`src/rtl/pipearch_c1_arbiter.sv`:
```
`default_nettype none
// ==== pipearch_c1_arbiter : round-robin CCI-P c1 write arbiter with ack routing ====
// Rev 1.0 : initial release
module pipearch_c1_arbiter #(
  parameter int NUM_REQ         = 2,
  parameter int MAX_OUTSTANDING = 64
) (
  input  logic                   clk,
  input  logic                   reset,
  input  logic                   c1TxAlmFull,
  input  logic [NUM_REQ-1:0]     req_valid,
  input  logic [NUM_REQ*80-1:0]  req_hdr,
  input  logic [NUM_REQ*512-1:0] req_data,
  output logic [NUM_REQ-1:0]     req_ready,
  output logic [592:0]           af2cp_sTx_c1,
  input  logic [28:0]            cp2af_sRx_c1,
  output logic [NUM_REQ-1:0]     rsp_valid,
  output logic [NUM_REQ*16-1:0]  outstanding,
  output logic [NUM_REQ-1:0]     req_idle,
  output logic                   err_unexpected_ack
);

  localparam int         c_HDR_W      = 80;
  localparam int         c_DATA_W     = 512;
  localparam int         c_PTR_W      = (NUM_REQ > 1) ? $clog2(NUM_REQ) : 1;
  localparam logic [3:0] c_RSP_WRLINE = 4'h1;

  logic [c_PTR_W-1:0]  r_rr_ptr;
  logic                r_tx_valid;
  logic [c_HDR_W-1:0]  r_tx_hdr;
  logic [c_DATA_W-1:0] r_tx_data;
  logic                r_err;

  logic [NUM_REQ-1:0]  w_elig;
  logic [NUM_REQ-1:0]  w_gnt;
  logic [NUM_REQ-1:0]  w_ack_hit;
  logic [NUM_REQ-1:0]  w_ack_zero;
  logic [c_PTR_W-1:0]  w_gnt_idx;
  logic                w_any;
  logic [c_HDR_W-1:0]  w_sel_hdr;
  logic [c_DATA_W-1:0] w_sel_data;
  logic                w_ack_wr;
  logic [3:0]          w_ack_id;

  // Rx c1 layout: {hdr[27:0], rspValid}; hdr = {..., resp_type[3:0], mdata[15:0]}
  assign w_ack_wr = cp2af_sRx_c1[0] && (cp2af_sRx_c1[20:17] == c_RSP_WRLINE);
  assign w_ack_id = cp2af_sRx_c1[16:13];

  // Rotating priority: lowest eligible index at or above rr_ptr, else lowest overall.
  always_comb begin
    logic               w_hi_any;
    logic               w_lo_any;
    logic [c_PTR_W-1:0] w_hi_idx;
    logic [c_PTR_W-1:0] w_lo_idx;
    w_hi_any  = 1'b0;
    w_lo_any  = 1'b0;
    w_hi_idx  = '0;
    w_lo_idx  = '0;
    w_gnt     = '0;
    for (int i = NUM_REQ - 1; i >= 0; i--) begin
      if (w_elig[i]) begin
        w_lo_any = 1'b1;
        w_lo_idx = c_PTR_W'(i);
        if (i >= int'(r_rr_ptr)) begin
          w_hi_any = 1'b1;
          w_hi_idx = c_PTR_W'(i);
        end
      end
    end
    w_any     = w_hi_any || w_lo_any;
    w_gnt_idx = w_hi_any ? w_hi_idx : w_lo_idx;
    if (w_any) w_gnt[w_gnt_idx] = 1'b1;
  end

  always_comb begin
    w_sel_hdr  = '0;
    w_sel_data = '0;
    for (int i = 0; i < NUM_REQ; i++) begin
      w_sel_hdr  = w_sel_hdr  | (req_hdr[i*c_HDR_W +: c_HDR_W]    & {c_HDR_W{w_gnt[i]}});
      w_sel_data = w_sel_data | (req_data[i*c_DATA_W +: c_DATA_W] & {c_DATA_W{w_gnt[i]}});
    end
    w_sel_hdr[15:12] = 4'(w_gnt_idx);
  end

  assign req_ready = w_gnt;

  for (genvar i = 0; i < NUM_REQ; i++) begin : g_req
    logic [15:0] r_cnt;
    logic        r_rsp;
    logic        w_inc;
    logic        w_dec;

    assign w_elig[i]     = req_valid[i] && !c1TxAlmFull && (r_cnt < 16'(MAX_OUTSTANDING));
    assign w_ack_hit[i]  = w_ack_wr && (w_ack_id == 4'(i));
    assign w_ack_zero[i] = w_ack_hit[i] && (r_cnt == 16'd0);
    assign w_inc         = w_gnt[i];
    assign w_dec         = w_ack_hit[i] && (r_cnt != 16'd0);

    always_ff @(posedge clk) begin
      if (reset) begin
        r_cnt <= 16'd0;
        r_rsp <= 1'b0;
      end else begin
        r_rsp <= w_ack_hit[i];
        if (w_inc && !w_dec)      r_cnt <= r_cnt + 16'd1;
        else if (w_dec && !w_inc) r_cnt <= r_cnt - 16'd1;
      end
    end

    assign outstanding[i*16 +: 16] = r_cnt;
    assign req_idle[i]             = (r_cnt == 16'd0);
    assign rsp_valid[i]            = r_rsp;
  end

  always_ff @(posedge clk) begin
    if (reset) begin
      r_rr_ptr   <= '0;
      r_tx_valid <= 1'b0;
      r_err      <= 1'b0;
    end else begin
      r_tx_valid <= w_any;
      if (w_any) begin
        r_rr_ptr <= (w_gnt_idx == c_PTR_W'(NUM_REQ - 1)) ? '0 : w_gnt_idx + 1'b1;
      end
      // An ack for an id with no requester behind it is as unexpected as one for an idle requester.
      if ((|w_ack_zero) || (w_ack_wr && !(|w_ack_hit))) r_err <= 1'b1;
    end
  end

  always_ff @(posedge clk) begin
    if (w_any) begin
      r_tx_hdr  <= w_sel_hdr;
      r_tx_data <= w_sel_data;
    end
  end

  assign af2cp_sTx_c1       = {r_tx_hdr, r_tx_data, r_tx_valid};
  assign err_unexpected_ack = r_err;

endmodule
`default_nettype wire

```
`config.mk`:
```
export PLATFORM = sky130hd
export DESIGN_NAME = pipearch_c1_arbiter
export DESIGN_NICKNAME = d
export VERILOG_FILES = /design/src/rtl/pipearch_c1_arbiter.sv
export SDC_FILE = /design/constraint.sdc
export NUM_CORES = 1
export LEC_CHECK = 0
export ABC_AREA = 1
export BUFFER_PORTS_ARGS = -buffer_cell sky130_fd_sc_hd__buf_2
export CAP_MARGIN = 25
export CORE_AREA = 2 2 718 720
export DETAILED_ROUTE_END_ITERATION = 6
export DIE_AREA = 0 0 720 722
export HOLD_SLACK_MARGIN = 0.1
export MAX_ROUTING_LAYER = met4
export PLACE_DENSITY = 0.32
export SKIP_CTS_REPAIR_TIMING = 1
export SLEW_MARGIN = 40
export SYNTH_ARGS = -nofsm -noshare
export SYNTH_HDL_FRONTEND = slang
export SYNTH_SLANG_ARGS = --single-unit
```
`constraint.sdc`:
```
create_clock -name clk -period 19.9 [get_ports clk]
set_clock_uncertainty 0.2 [all_clocks]
set_input_delay 3.98 -clock clk [delete_from_list [all_inputs] [get_ports clk]]
set_output_delay 3.98 -clock clk [all_outputs]
set_load 0.02 [all_outputs]
```
==> results of run 1 <==
-- registers in the layout (all words and copies together) (netlist names) --
register and cells:
r_tx_data 512, r_tx_hdr 77, g_req.r_cnt 32, g_req.r_rsp 2
err_unexpected_ack 1, r_rr_ptr 1, r_tx_valid 1
-- cells by family (layout without fill, tap and decap cells) --
kind of cell             count (synthesis)  in the layout
buffers and inverters                  365           2137
flip-flops                             626            626
adder cells (fa/ha/maj)                 32             32
other                                    1            285
multiplexers                             1              1
XOR/XNOR                                14             14
AO/OA/AOI/OAI                           77             77
AND/OR/NAND/NOR                       2040           2040
-- cells in the mapped netlist, types with 2 or more instances --
master    instances  area [sq um]
a21o_1            2          15.0
a21oi_1          37           185
and2_1            2          12.5
buf_2           163           816
buf_4             7          52.6
buf_6             8          90.1
clkbuf_1         97           364
clkinv_1          2          7.51
dfxtp_1          37           741
edfxtp_1        589         17700
fa_1              2          40.0
ha_1             30           375
inv_1            88           330
nand2_1        1303          4890
nand3_1          35           175
nand4_1         596          3730
nor2_1           87           327
nor2_2            2          12.5
nor3_1            9          45.0
nor4_1            3          18.8
o21a_1            2          15.0
o21ai_0          31           155
o21bai_1          2          15.0
xnor2_1           5          43.8
xor2_1            9          78.8
-- cell usage in the layout (no fill, tap or decap), types with 3 or more instances in the layout --
cell,n
a21oi_1,37
buf_12,5
buf_2,1815
buf_4,38
buf_6,10
bufinv_16,11
clkbuf_1,18
clkbuf_16,101
clkinv_1,19
clkinv_2,9
clkinv_4,5
clkinvlp_4,6
conb_1,3
dfxtp_1,37
diode_2,282
edfxtp_1,589
ha_1,30
inv_1,86
inv_6,4
nand2_1,1303
nand3_1,35
nand4_1,596
nor2_1,87
nor3_1,9
o21ai_0,31
xnor2_1,5
xor2_1,9
-- power groups by stage --
| stage | Combinational [mW] | Sequential, mW | Clock [mW] |
|---|---|---|---|
| 2_1_floorplan | 2.52 | 3.73 | 0 |
| 4_1_cts | 6.14 | 2.69 | 1.97 |
| 3_5_place_dp | 6.12 | 2.70 | 0 |
| 3_3_place_gp | 6.18 | 2.70 | 0 |
| 6_report | 6.00 | 2.67 | 1.88 |
| 5_1_grt | 6.48 | 2.72 | 1.99 |
-- worst register-to-register path: stages, from the launching register on --
cell and delay, ns:
dfxtp_1 0.53, nor2_1 0.09, nand2_1 0.08, nor2_1 0.04
nand3_1 0.23, nor2_1 0.08, nand2_1 0.18, nand2_8 0.33
nor2_4 0.48, buf_4 0.48, buf_4 0.55, buf_4 0.65
buf_12 0.35, buf_16 0.38, nand2_1 0.31, nand2_1 0.28
-- routing by layer --
metal | part of all wire | up-vias | GRT usage
li1 | - | 14980 | -
met1 | 0.41 | 16451 | 0.167
met3 | 0.11 | 563 | 0.0613
met5 | 0 | - | -
met4 | 0.036 | 0 | 0.0369
met2 | 0.44 | 1979 | 0.216
-- how the worst max path moves through the flow --
stage | startpoint | to | slack [ns] | cells after the start
CTS | c1TxAlmFull | req_ready[0] | 9.86 | 5
global placement | c1TxAlmFull | req_ready[0] | 9.84 | 5
floorplan | c1TxAlmFull | r_tx_data[0] | 2.72 | 5
finish | c1TxAlmFull | req_ready[0] | 10.07 | 5
global route | c1TxAlmFull | req_ready[0] | 9.88 | 5
detailed placement | c1TxAlmFull | req_ready[0] | 9.87 | 5
-- final cells by class --
| class | instances | area [sq um] | share of cell area |
|---|---|---|---|
| inverter | 90 | 353 | 0.00691 |
| multi-input combinational | 2167 | 10200 | 0.201 |
| sequential | 626 | 18400 | 0.361 |
| clock buffer | 121 | 2620 | 0.0514 |
| clock inverter | 56 | 619 | 0.0121 |
| antenna | 282 | 706 | 0.0138 |
| tap | 6757 | 8450 | 0.166 |
| timing repair buffer | 1870 | 9640 | 0.189 |
==> run_results.csv, run 1 <==
group,metric,value,unit
status,outcome,"finished clean",
critical_path,crit_arrival,5.65,ns
power,power.share.clock,0.178,
clocking,h-tree-depth,3,
worst_hold_path,hold_start,"g_req[0].r_cnt[15]",
drt,drt_iter0_markers,2800,
critical_path,required,15.72,ns
placed_design,dpl_worst_slack,9.87,ns
floorplan,io_pins,1850,
critical_path,path_buf_inv,3,
critical_path,path_delay_family,"buffers and inverters",
placed_design,dp_cells,11508,
synthesis,synth_cell_types,33,
timing,setup_tns,0,ns
synthesis,synth-compound-area-share,0.0136,
synthesis,synthArstFlopShare,0,
timing,rsz0062_at_grt,"no",
critical_path,worst_setup_path_end_kind,"output pin",
timing,fin_hold_ws,0.309,ns
placed_design,place.gp.congestion,0.925,
critical_path,path_max_fanout,51,
finish,final_nets,6104,
finish,nFillCells,59822,
synthesis,synth_fa_ha_area_frac,0.0137,
synthesis,synthMuxAreaShare,0.000330,
clocking,cts_root_buffer,"clkbuf_16",
synthesis,yosysWarnings,0,
global_routing,grtUsageTotal,0.141,
timing,fin_crit_sh,0.494,
critical_path,cp_slowest_cell,"a21oi_1",
power,switching_power,5.82,mW
synthesis,syn_area,30300,sq um
placed_design,placed_area,47000,sq um
floorplan,initial_core_util,0.0592,
global_routing,overflow,0,
synthesis,synth-xor-area-share,0.00405,
timing,relSlewSlack,0.383,
timing,finalMaxSlewViolations,0,
critical_path,path_cells,"buf_2, inv_8, nand2_1, a21oi_1, buf_2",
global_routing,grt_pass1_vias,32822,
finish,post-route-cell-area,51100,sq um
power,p_per_area,207,nW/um^2
timing,finalHoldViolations,0,
synthesis,synth_seq_area_share,0.608,
critical_path,path_common_cell,"buf_2",
critical_path,max_stage_delay,0.42,ns
power,p_leak,21.5,nW
critical_path,path_class,"in2out",
synthesis,syn_inst,3156,
floorplan,die_w,720,um
finish,drive_above_1_share,0.410,
critical_path,worst-r2r-setup-slack,14.49,ns
critical_path,reg2reg_depth,15,
placed_design,port_buffers,1818,
critical_path,r2r_end,"r_tx_data[274]",
clocking,cts_buffers,99,
power,seqPwrFrac,0.253,
finish,layout.cells.non_filler,11969,
power,internal_power,4.73,mW
drt,vias,33973,
global_routing,antenna_found_initial,358,
drt,firstDrtPassIters,7,
power,p_comb_frac,0.569,
floorplan,die-area,520000,sq um
synthesis,avgSynthCellArea,9.60,sq um
critical_path,crit_path_start_kind,"primary input",
clocking,cts.reportedPaths.clkPinSlew,0.05,ns
drt,wirelength,372000,um
finish,final_core_util,0.0998,
global_routing,grt_max_degree,137,
finish,area_delta_synth_final,68.6,%
global_routing,grt_pass1_wl,444000,um
clocking,cts_tree,"done",
floorplan,fp-row-count,263,
synthesis,synth-seq-cells,626,
synthesis,synth_edf_count,589,
synthesis,synthFlopType,"edfxtp_1",
worst_hold_path,hold_path.class,"reg2reg",
critical_path,worstReg2RegStart,"g_req[0].r_cnt[10]",
synthesis,synthSimpleGateAreaFrac,0.305,
run,cap_violations,0,
power,swShare,0.552,
worst_hold_path,holdPathEnd,"g_req[0].r_cnt[15]",
floorplan,die_y,722,um
timing,min_period,9.83,ns
clocking,cts_buffer_depth,4,
clocking,insertion_delay,0.87,ns
timing,max_freq,102,MHz
synthesis,synth_top_family_by_area,"simple AND/OR/NAND/NOR gates",
worst_hold_path,min_path_cells,2,
clocking,clock-sinks,626,
drt,ant_nets,0,
drt,routedWlPerCell,31.1,um
drt,routed_via_density,2.84,
power,ir_worst_vdd,0.150,mV
timing,worst_slew_pin_slew,0.925,ns
drt,remaining_drc_errors,0,
floorplan,core,512000,sq um
placed_design,hpwlAfterDp,321000,um
timing,finalSetupViolations,0,
timing,layout_setup_ws,10.07,ns
power,power,10.5,mW
Power figures use the tool's default switching activity.
==> inputs of run 2 (changes only) <==
--- a/config.mk
+++ b/config.mk
@@ -5,15 +5,15 @@
 export SDC_FILE = /design/constraint.sdc
 export NUM_CORES = 1
 export LEC_CHECK = 0
-export ABC_AREA = 1
+export ABC_AREA = 0
 export BUFFER_PORTS_ARGS = -buffer_cell sky130_fd_sc_hd__buf_2
 export CAP_MARGIN = 25
-export CORE_AREA = 2 2 718 720
+export CORE_AREA = 2 2 715 717
 export DETAILED_ROUTE_END_ITERATION = 6
-export DIE_AREA = 0 0 720 722
+export DIE_AREA = 0 0 717 719
 export HOLD_SLACK_MARGIN = 0.1
 export MAX_ROUTING_LAYER = met4
-export PLACE_DENSITY = 0.32
+export PLACE_DENSITY = 0.31
 export SKIP_CTS_REPAIR_TIMING = 1
 export SLEW_MARGIN = 40
 export SYNTH_ARGS = -nofsm -noshare
==> constraint.sdc (replaced) <==
create_clock -name clk -period 9.4 [get_ports clk]
set_clock_uncertainty 0.2 [all_clocks]
set_input_delay 1.88 -clock clk [delete_from_list [all_inputs] [get_ports clk]]
set_output_delay 1.88 -clock clk [all_outputs]
set_load 0.02 [all_outputs]
==> run 2 against run 1 <==
  * Sequential share of layout area up 1.7 points
  * First-iteration DRC count shrank 13%
  * Core utilization is 0.38 points lower
  * Register-to-register slack got worse by 10 ns
  * Die area decreased by 0.83%
  * Power grew 82%
  * Sequential cell count unchanged
  * Critical endpoint is now req_ready[1]
  * Largest cell class unchanged
  * Largest power group unchanged
  * Highest routed layer unchanged
==> run_results.csv, run 2 <==
group,metric,value,unit
clocking,cts_root_buffer,"clkbuf_16",
global_routing,grt_pass1_wl,398000,um
floorplan,initial_core_util,0.0526,
critical_path,crit_arrival,3.62,ns
global_routing,grt_max_degree,139,
worst_hold_path,hold_start,"err_unexpected_ack",
floorplan,die_w,717,um
floorplan,io_pins,1850,
power,p_per_area,394,nW/um^2
clocking,insertion_delay,0.80,ns
floorplan,die-area,516000,sq um
synthesis,synth_commonest_cells,"589 x edfxtp_1, 588 x a22o_1, 74 x buf_2",
synthesis,yosysTopAreaCellShare,0.663,
timing,finalHoldViolations,0,
timing,worst_slew_pin_slew,0.972,ns
timing,setup_tns,0,ns
synthesis,synthFlopType,"edfxtp_1",
clocking,cts_buffers,100,
floorplan,fp-row-count,262,
timing,finalSetupViolations,0,
worst_hold_path,hold_path.class,"reg2reg",
placed_design,dpl_worst_slack,3.16,ns
timing,fin_crit_sh,0.607,
synthesis,synth-seq-cells,626,
drt,remaining_drc_errors,0,
drt,ant_nets,0,
timing,max_freq,175,MHz
critical_path,required,7.32,ns
critical_path,path_class,"in2out",
synthesis,synth_area_leaders,"edfxtp_1 66%, a22o_1 19%, dfxtp_1 2.8%",
synthesis,synth_seq_area_share,0.691,
drt,drt_iter0_markers,2428,
finish,final_core_util,0.0960,
power,p_leak,18.0,nW
clocking,cts.reportedPaths.clkPinSlew,0.06,ns
status,outcome,"finished clean",
critical_path,worstReg2RegStart,"g_req[0].r_cnt[10]",
timing,rsz0062_at_grt,"no",
placed_design,hpwlAfterDp,306000,um
synthesis,syn_area,26700,sq um
power,ir_worst_vdd,0.177,mV
synthesis,syn_inst,1677,
clocking,cts_buffer_depth,4,
drt,wirelength,345000,um
clocking,h-tree-depth,3,
finish,top_register,"r_tx_data",
critical_path,worst_setup_path_end_kind,"output pin",
synthesis,avgSynthCellArea,15.9,sq um
finish,layout_commonest_cell,"buf_2",
placed_design,port_buffers,1818,
synthesis,yosysWarnings,0,
global_routing,overflow,0,
critical_path,worst-r2r-setup-slack,4.36,ns
drt,routedWlPerCell,31.2,um
synthesis,synthArstFlopShare,0,
floorplan,die_y,719,um
power,power,19.2,mW
timing,finalMaxSlewViolations,0,
critical_path,critPathLaunch,"req_valid[1]",
drt,vias,27650,
placed_design,place.gp.congestion,1.03,
critical_path,path_max_fanout,30,
synthesis,yosysTopAreaCell,"edfxtp_1",
finish,largest_register_ffs,512,
finish,area_delta_synth_final,82.7,%
critical_path,crit_path_start_kind,"primary input",
finish,final_nets,4739,
finish,mostFrequentLayoutCells,"1,818 x buf_2, 589 x edfxtp_1, 588 x a22o_1",
finish,layout.cells.non_filler,11059,
finish,top_regs,"r_tx_data: 512 flops, r_tx_hdr: 77 flops, g_req.r_cnt: 32 flops",
synthesis,yosysMostFrequentCell,"edfxtp_1",
synthesis,synth_edf_count,589,
clocking,cts_tree,"done",
timing,min_period,5.70,ns
global_routing,antenna_found_initial,368,
global_routing,grtUsageTotal,0.131,
timing,layout_setup_ws,3.70,ns
global_routing,grt_pass1_vias,26109,
run,cap_violations,0,
floorplan,core,508000,sq um
timing,relSlewSlack,0.352,
finish,drive_above_1_share,0.562,
clocking,clock-sinks,626,
finish,nFillCells,58736,
drt,firstDrtPassIters,5,
placed_design,dp_cells,10116,
synthesis,synth_cell_types,62,
drt,routed_via_density,2.50,
==> run 2: changes by cell type after synthesis, moves of 37 or more <==
| cell | change |
|---|---|
| buf_2 | -89 |
| nand4_1 | -589 |
| nand2_1 | -1271 |
| buf_6 | +37 |
| nor2_1 | -48 |
| inv_1 | -71 |
| clkbuf_1 | -81 |
| a22o_1 | +588 |
==> run 2: through the flow <==
step           hold slack, ns  instance area [sq um]
6_report                0.291                  48700
5_1_grt                 0.328                  48600
4_1_cts                 0.303                  46800
3_5_place_dp            0.288                  43700
3_3_place_gp            0.262                  43600
2_1_floorplan           0.352                  26700
==> run 2: worst paths after layout <==
kind         depth (start not counted)                 end
max                                  6        req_ready[1]
min reg2reg                          1  err_unexpected_ack
min                                  1  err_unexpected_ack
max reg2reg                         13  g_req[0].r_cnt[14]
==> run 2: kinds of logic after synthesis <==
family          share of synthesized area
buf+inv                            0.0402
simple gates                       0.0281
flops                               0.691
xor+xnor                          0.00492
fa+ha+maj                          0.0156
other cells                      0.000141
compound gates                      0.218
mux                               0.00267
==> run 2: area by class of cell <==
type | instances | area (sq um) | area share
clock buffers | 118 | 2570 | 0.0527
clock inverters | 59 | 552 | 0.0113
inverters | 17 | 63.8 | 0.00131
well taps | 6732 | 8420 | 0.173
multi-input cells | 889 | 7240 | 0.149
diodes | 763 | 1910 | 0.0392
flip-flops and latches | 626 | 18400 | 0.378
repair buffers | 1855 | 9560 | 0.196
==> run 2: worst max-delay path: stages <==
cell and delay, ns:
buf_2 0.08, nand4_1 0.24, nor3_2 0.33, buf_4 0.50
buf_12 0.26, buf_2 0.22
==> run 2: routing by layer <==
metal  GRT usage  vias to the layer above  share of wire
met1       0.149                    13467           0.40
met4      0.0356                        0          0.034
met5           -                        -              0
met3      0.0847                      607           0.15
li1            -                    11550              -
met2       0.188                     2026           0.42
==> run 2: power breakdown <==
part	leakage [nW]	switching, mW	internal [mW]
logic	10.6	7.02	2.47
clock network	1.51	1.66	2.14
registers	5.96	0.786	5.13
==> inputs of run 3 (changes only) <==
--- a/config.mk
+++ b/config.mk
@@ -5,15 +5,15 @@
 export SDC_FILE = /design/constraint.sdc
 export NUM_CORES = 1
 export LEC_CHECK = 0
-export ABC_AREA = 0
+export ABC_AREA = 1
 export BUFFER_PORTS_ARGS = -buffer_cell sky130_fd_sc_hd__buf_2
 export CAP_MARGIN = 25
-export CORE_AREA = 2 2 715 717
+export CORE_AREA = 2 2 718 720
 export DETAILED_ROUTE_END_ITERATION = 6
-export DIE_AREA = 0 0 717 719
+export DIE_AREA = 0 0 720 722
 export HOLD_SLACK_MARGIN = 0.1
 export MAX_ROUTING_LAYER = met4
-export PLACE_DENSITY = 0.31
+export PLACE_DENSITY = 0.32
 export SKIP_CTS_REPAIR_TIMING = 1
 export SLEW_MARGIN = 40
 export SYNTH_ARGS = -nofsm -noshare
==> constraint.sdc (replaced) <==
create_clock -name clk -period 5.3 [get_ports clk]
set_clock_uncertainty 0.2 [all_clocks]
set_input_delay 1.06 -clock clk [delete_from_list [all_inputs] [get_ports clk]]
set_output_delay 1.06 -clock clk [all_outputs]
set_load 0.02 [all_outputs]
==> run 3 against run 2 <==
  * Clock power grew 80%
  * Cell area is 5.1% higher
  * Routed wire length is 7.8% higher
  * Critical path depth grew 4
  * Combinational power increased by 150%
  * Cell count grew 8.3%
  * Via count up 23%
  * Worst hold slack lost 0.036 ns
  * Register-to-register slack got worse by 3.2 ns
  * Sequential cell count is the same
==> run_results.csv, run 3 (synthesized netlist as in run 1, its figures left out) <==
group,metric,value,unit
finish,layout_commonest_cell,"buf_2",
clocking,h-tree-depth,3,
finish,mostFrequentLayoutCells,"1,818 x buf_2, 1,302 x nand2_1, 596 x nand4_1",
timing,setup_tns,0,ns
floorplan,initial_core_util,0.0592,
critical_path,required,4.04,ns
critical_path,crit_path_start_kind,"flop",
drt,vias,33969,
placed_design,dp_cells,11521,
timing,finalMaxSlewViolations,0,
global_routing,grt_pass1_wl,442000,um
clocking,cts_buffers,101,
power,ir_worst_vdd,0.965,mV
placed_design,place.gp.congestion,1.03,
placed_design,dpl_worst_slack,0.737,ns
critical_path,worst_setup_path_end_kind,"output pin",
critical_path,path_cells,"nor2_1, nand2_1, nor2_1, nand3_1, nor2_1, nand2_1, nand2_8, nor2_4, buf_4, buf_2",
drt,firstDrtPassIters,5,
worst_hold_path,hold_path.class,"in2reg",
timing,worst_slew_pin_slew,0.957,ns
floorplan,fp-row-count,263,
timing,layout_setup_ws,1.07,ns
power,p_comb_frac,0.580,
timing,rsz0062_at_grt,"no",
floorplan,die_y,722,um
global_routing,overflow,0,
finish,top_regs,"r_tx_data: 512 flops, r_tx_hdr: 77 flops, g_req.r_cnt: 32 flops",
power,seqPwrFrac,0.250,
clocking,cts_buffer_depth,4,
critical_path,crit_arrival,2.97,ns
drt,remaining_drc_errors,0,
placed_design,hpwlAfterDp,324000,um
clocking,clock-sinks,626,
timing,min_period,4.23,ns
floorplan,die-area,520000,sq um
finish,nFillCells,59715,
drt,wirelength,372000,um
timing,fin_crit_sh,0.798,
power,power.share.clock,0.170,
drt,routedWlPerCell,31.0,um
timing,finalHoldViolations,0,
global_routing,antenna_found_initial,350,
power,switching_power,22.4,mW
critical_path,path_class,"reg2out",
critical_path,path_common_cell,"nor2_1",
floorplan,io_pins,1850,
floorplan,core,512000,sq um
status,outcome,"finished clean",
timing,max_freq,236,MHz
power,power,40.3,mW
clocking,cts.reportedPaths.clkPinSlew,0.06,ns
drt,routed_via_density,2.84,
drt,drt_iter0_markers,2931,
placed_design,port_buffers,1818,
finish,top_register,"r_tx_data",
floorplan,die_w,720,um
clocking,cts_root_buffer,"clkbuf_16",
power,p_leak,21.6,nW
clocking,insertion_delay,0.87,ns
run,cap_violations,0,
finish,drive_above_1_share,0.412,
finish,area_delta_synth_final,69.2,%
global_routing,grt_max_degree,151,
finish,final_core_util,0.100,
power,internal_power,17.9,mW
critical_path,cp_slowest_cell,"dfxtp_1",
clocking,cts_tree,"done",
global_routing,grtUsageTotal,0.140,
finish,final_nets,6119,
finish,layout.cells.non_filler,11980,
global_routing,grt_pass1_vias,32870,
timing,relSlewSlack,0.362,
power,p_per_area,786,nW/um^2
timing,finalSetupViolations,0,
critical_path,path_max_fanout,7,
power,swShare,0.555,
finish,largest_register_ffs,512,
drt,ant_nets,0,
critical_path,max_stage_delay,0.41,ns
-- run 3: cell types whose count changed in the layout (fill, tap and decap cells not counted), moves of 9 or more --
| cell | previous run | this run |
|---|---|---|
| nand2_1 | 31 | 1302 |
| nand4_1 | 7 | 596 |
| a22o_1 | 588 | 0 |
| diode_2 | 763 | 278 |
| inv_1 | 17 | 84 |
| nor2_1 | 39 | 87 |
| nand3_1 | 9 | 35 |
| buf_4 | 21 | 43 |
| o21ai_0 | 12 | 31 |
| a21oi_1 | 23 | 37 |
| buf_12 | 11 | 20 |
| nor2b_1 | 9 | 0 |
-- run 3: final timing paths --
path	start	end	slack, ns	cells after the start
max	g_req[0].r_cnt[8]	req_ready[1]	1.07	10
min	req_data[571]	r_tx_data[59]	0.26	3
max reg2reg	g_req[0].r_cnt[8]	g_req[0].r_cnt[12]	1.20	19
min reg2reg	g_req[1].r_cnt[0]	g_req[1].r_cnt[0]	0.31	1
-- run 3: metrics by stage --
stage / area [sq um] / hold WS (ns)
2_1_floorplan: 30300 / 0.310
3_3_place_gp: 47300 / 0.285
3_5_place_dp: 47300 / 0.296
4_1_cts: 50500 / 0.124
5_1_grt: 51200 / 0.179
6_report: 51300 / 0.255
-- run 3: final cells by class --
| type | instances | area [sq um] | area share |
|---|---|---|---|
| Clock inverter | 63 | 609 | 0.0119 |
| Tap cell | 6757 | 8450 | 0.165 |
| Sequential cell | 626 | 18400 | 0.360 |
| Multi-Input combinational cell | 2167 | 10200 | 0.200 |
| Inverter | 90 | 368 | 0.00718 |
| Antenna cell | 278 | 696 | 0.0136 |
| Timing Repair Buffer | 1883 | 9880 | 0.193 |
| Clock buffer | 116 | 2580 | 0.0504 |
-- run 3: worst max-delay path: cells and delay by family, from the launching register on --
kind | cells | cell delay [ns]
flops | 1 | 0.41
simple gates | 8 | 1.10
buf+inv | 2 | 0.55
-- run 3: layer usage --
metal / up-vias / wire length [um] / GRT usage
li1: 14981 / - / -
met1: 16389 / 142000 / 0.155
met2: 1968 / 169000 / 0.221
met3: 631 / 44100 / 0.0661
met4: 0 / 16400 / 0.0495
met5: - / 0 / -
-- run 3: power groups by stage --
stage	Combinational, mW	Sequential (mW)	Clock (mW)
floorplan	9.03	10.9	0
global placement	24.1	10.2	0
detailed placement	23.9	10.2	0
CTS	23.9	10.1	7.24
global route	25.1	10.3	7.33
finish	23.4	10.1	6.85
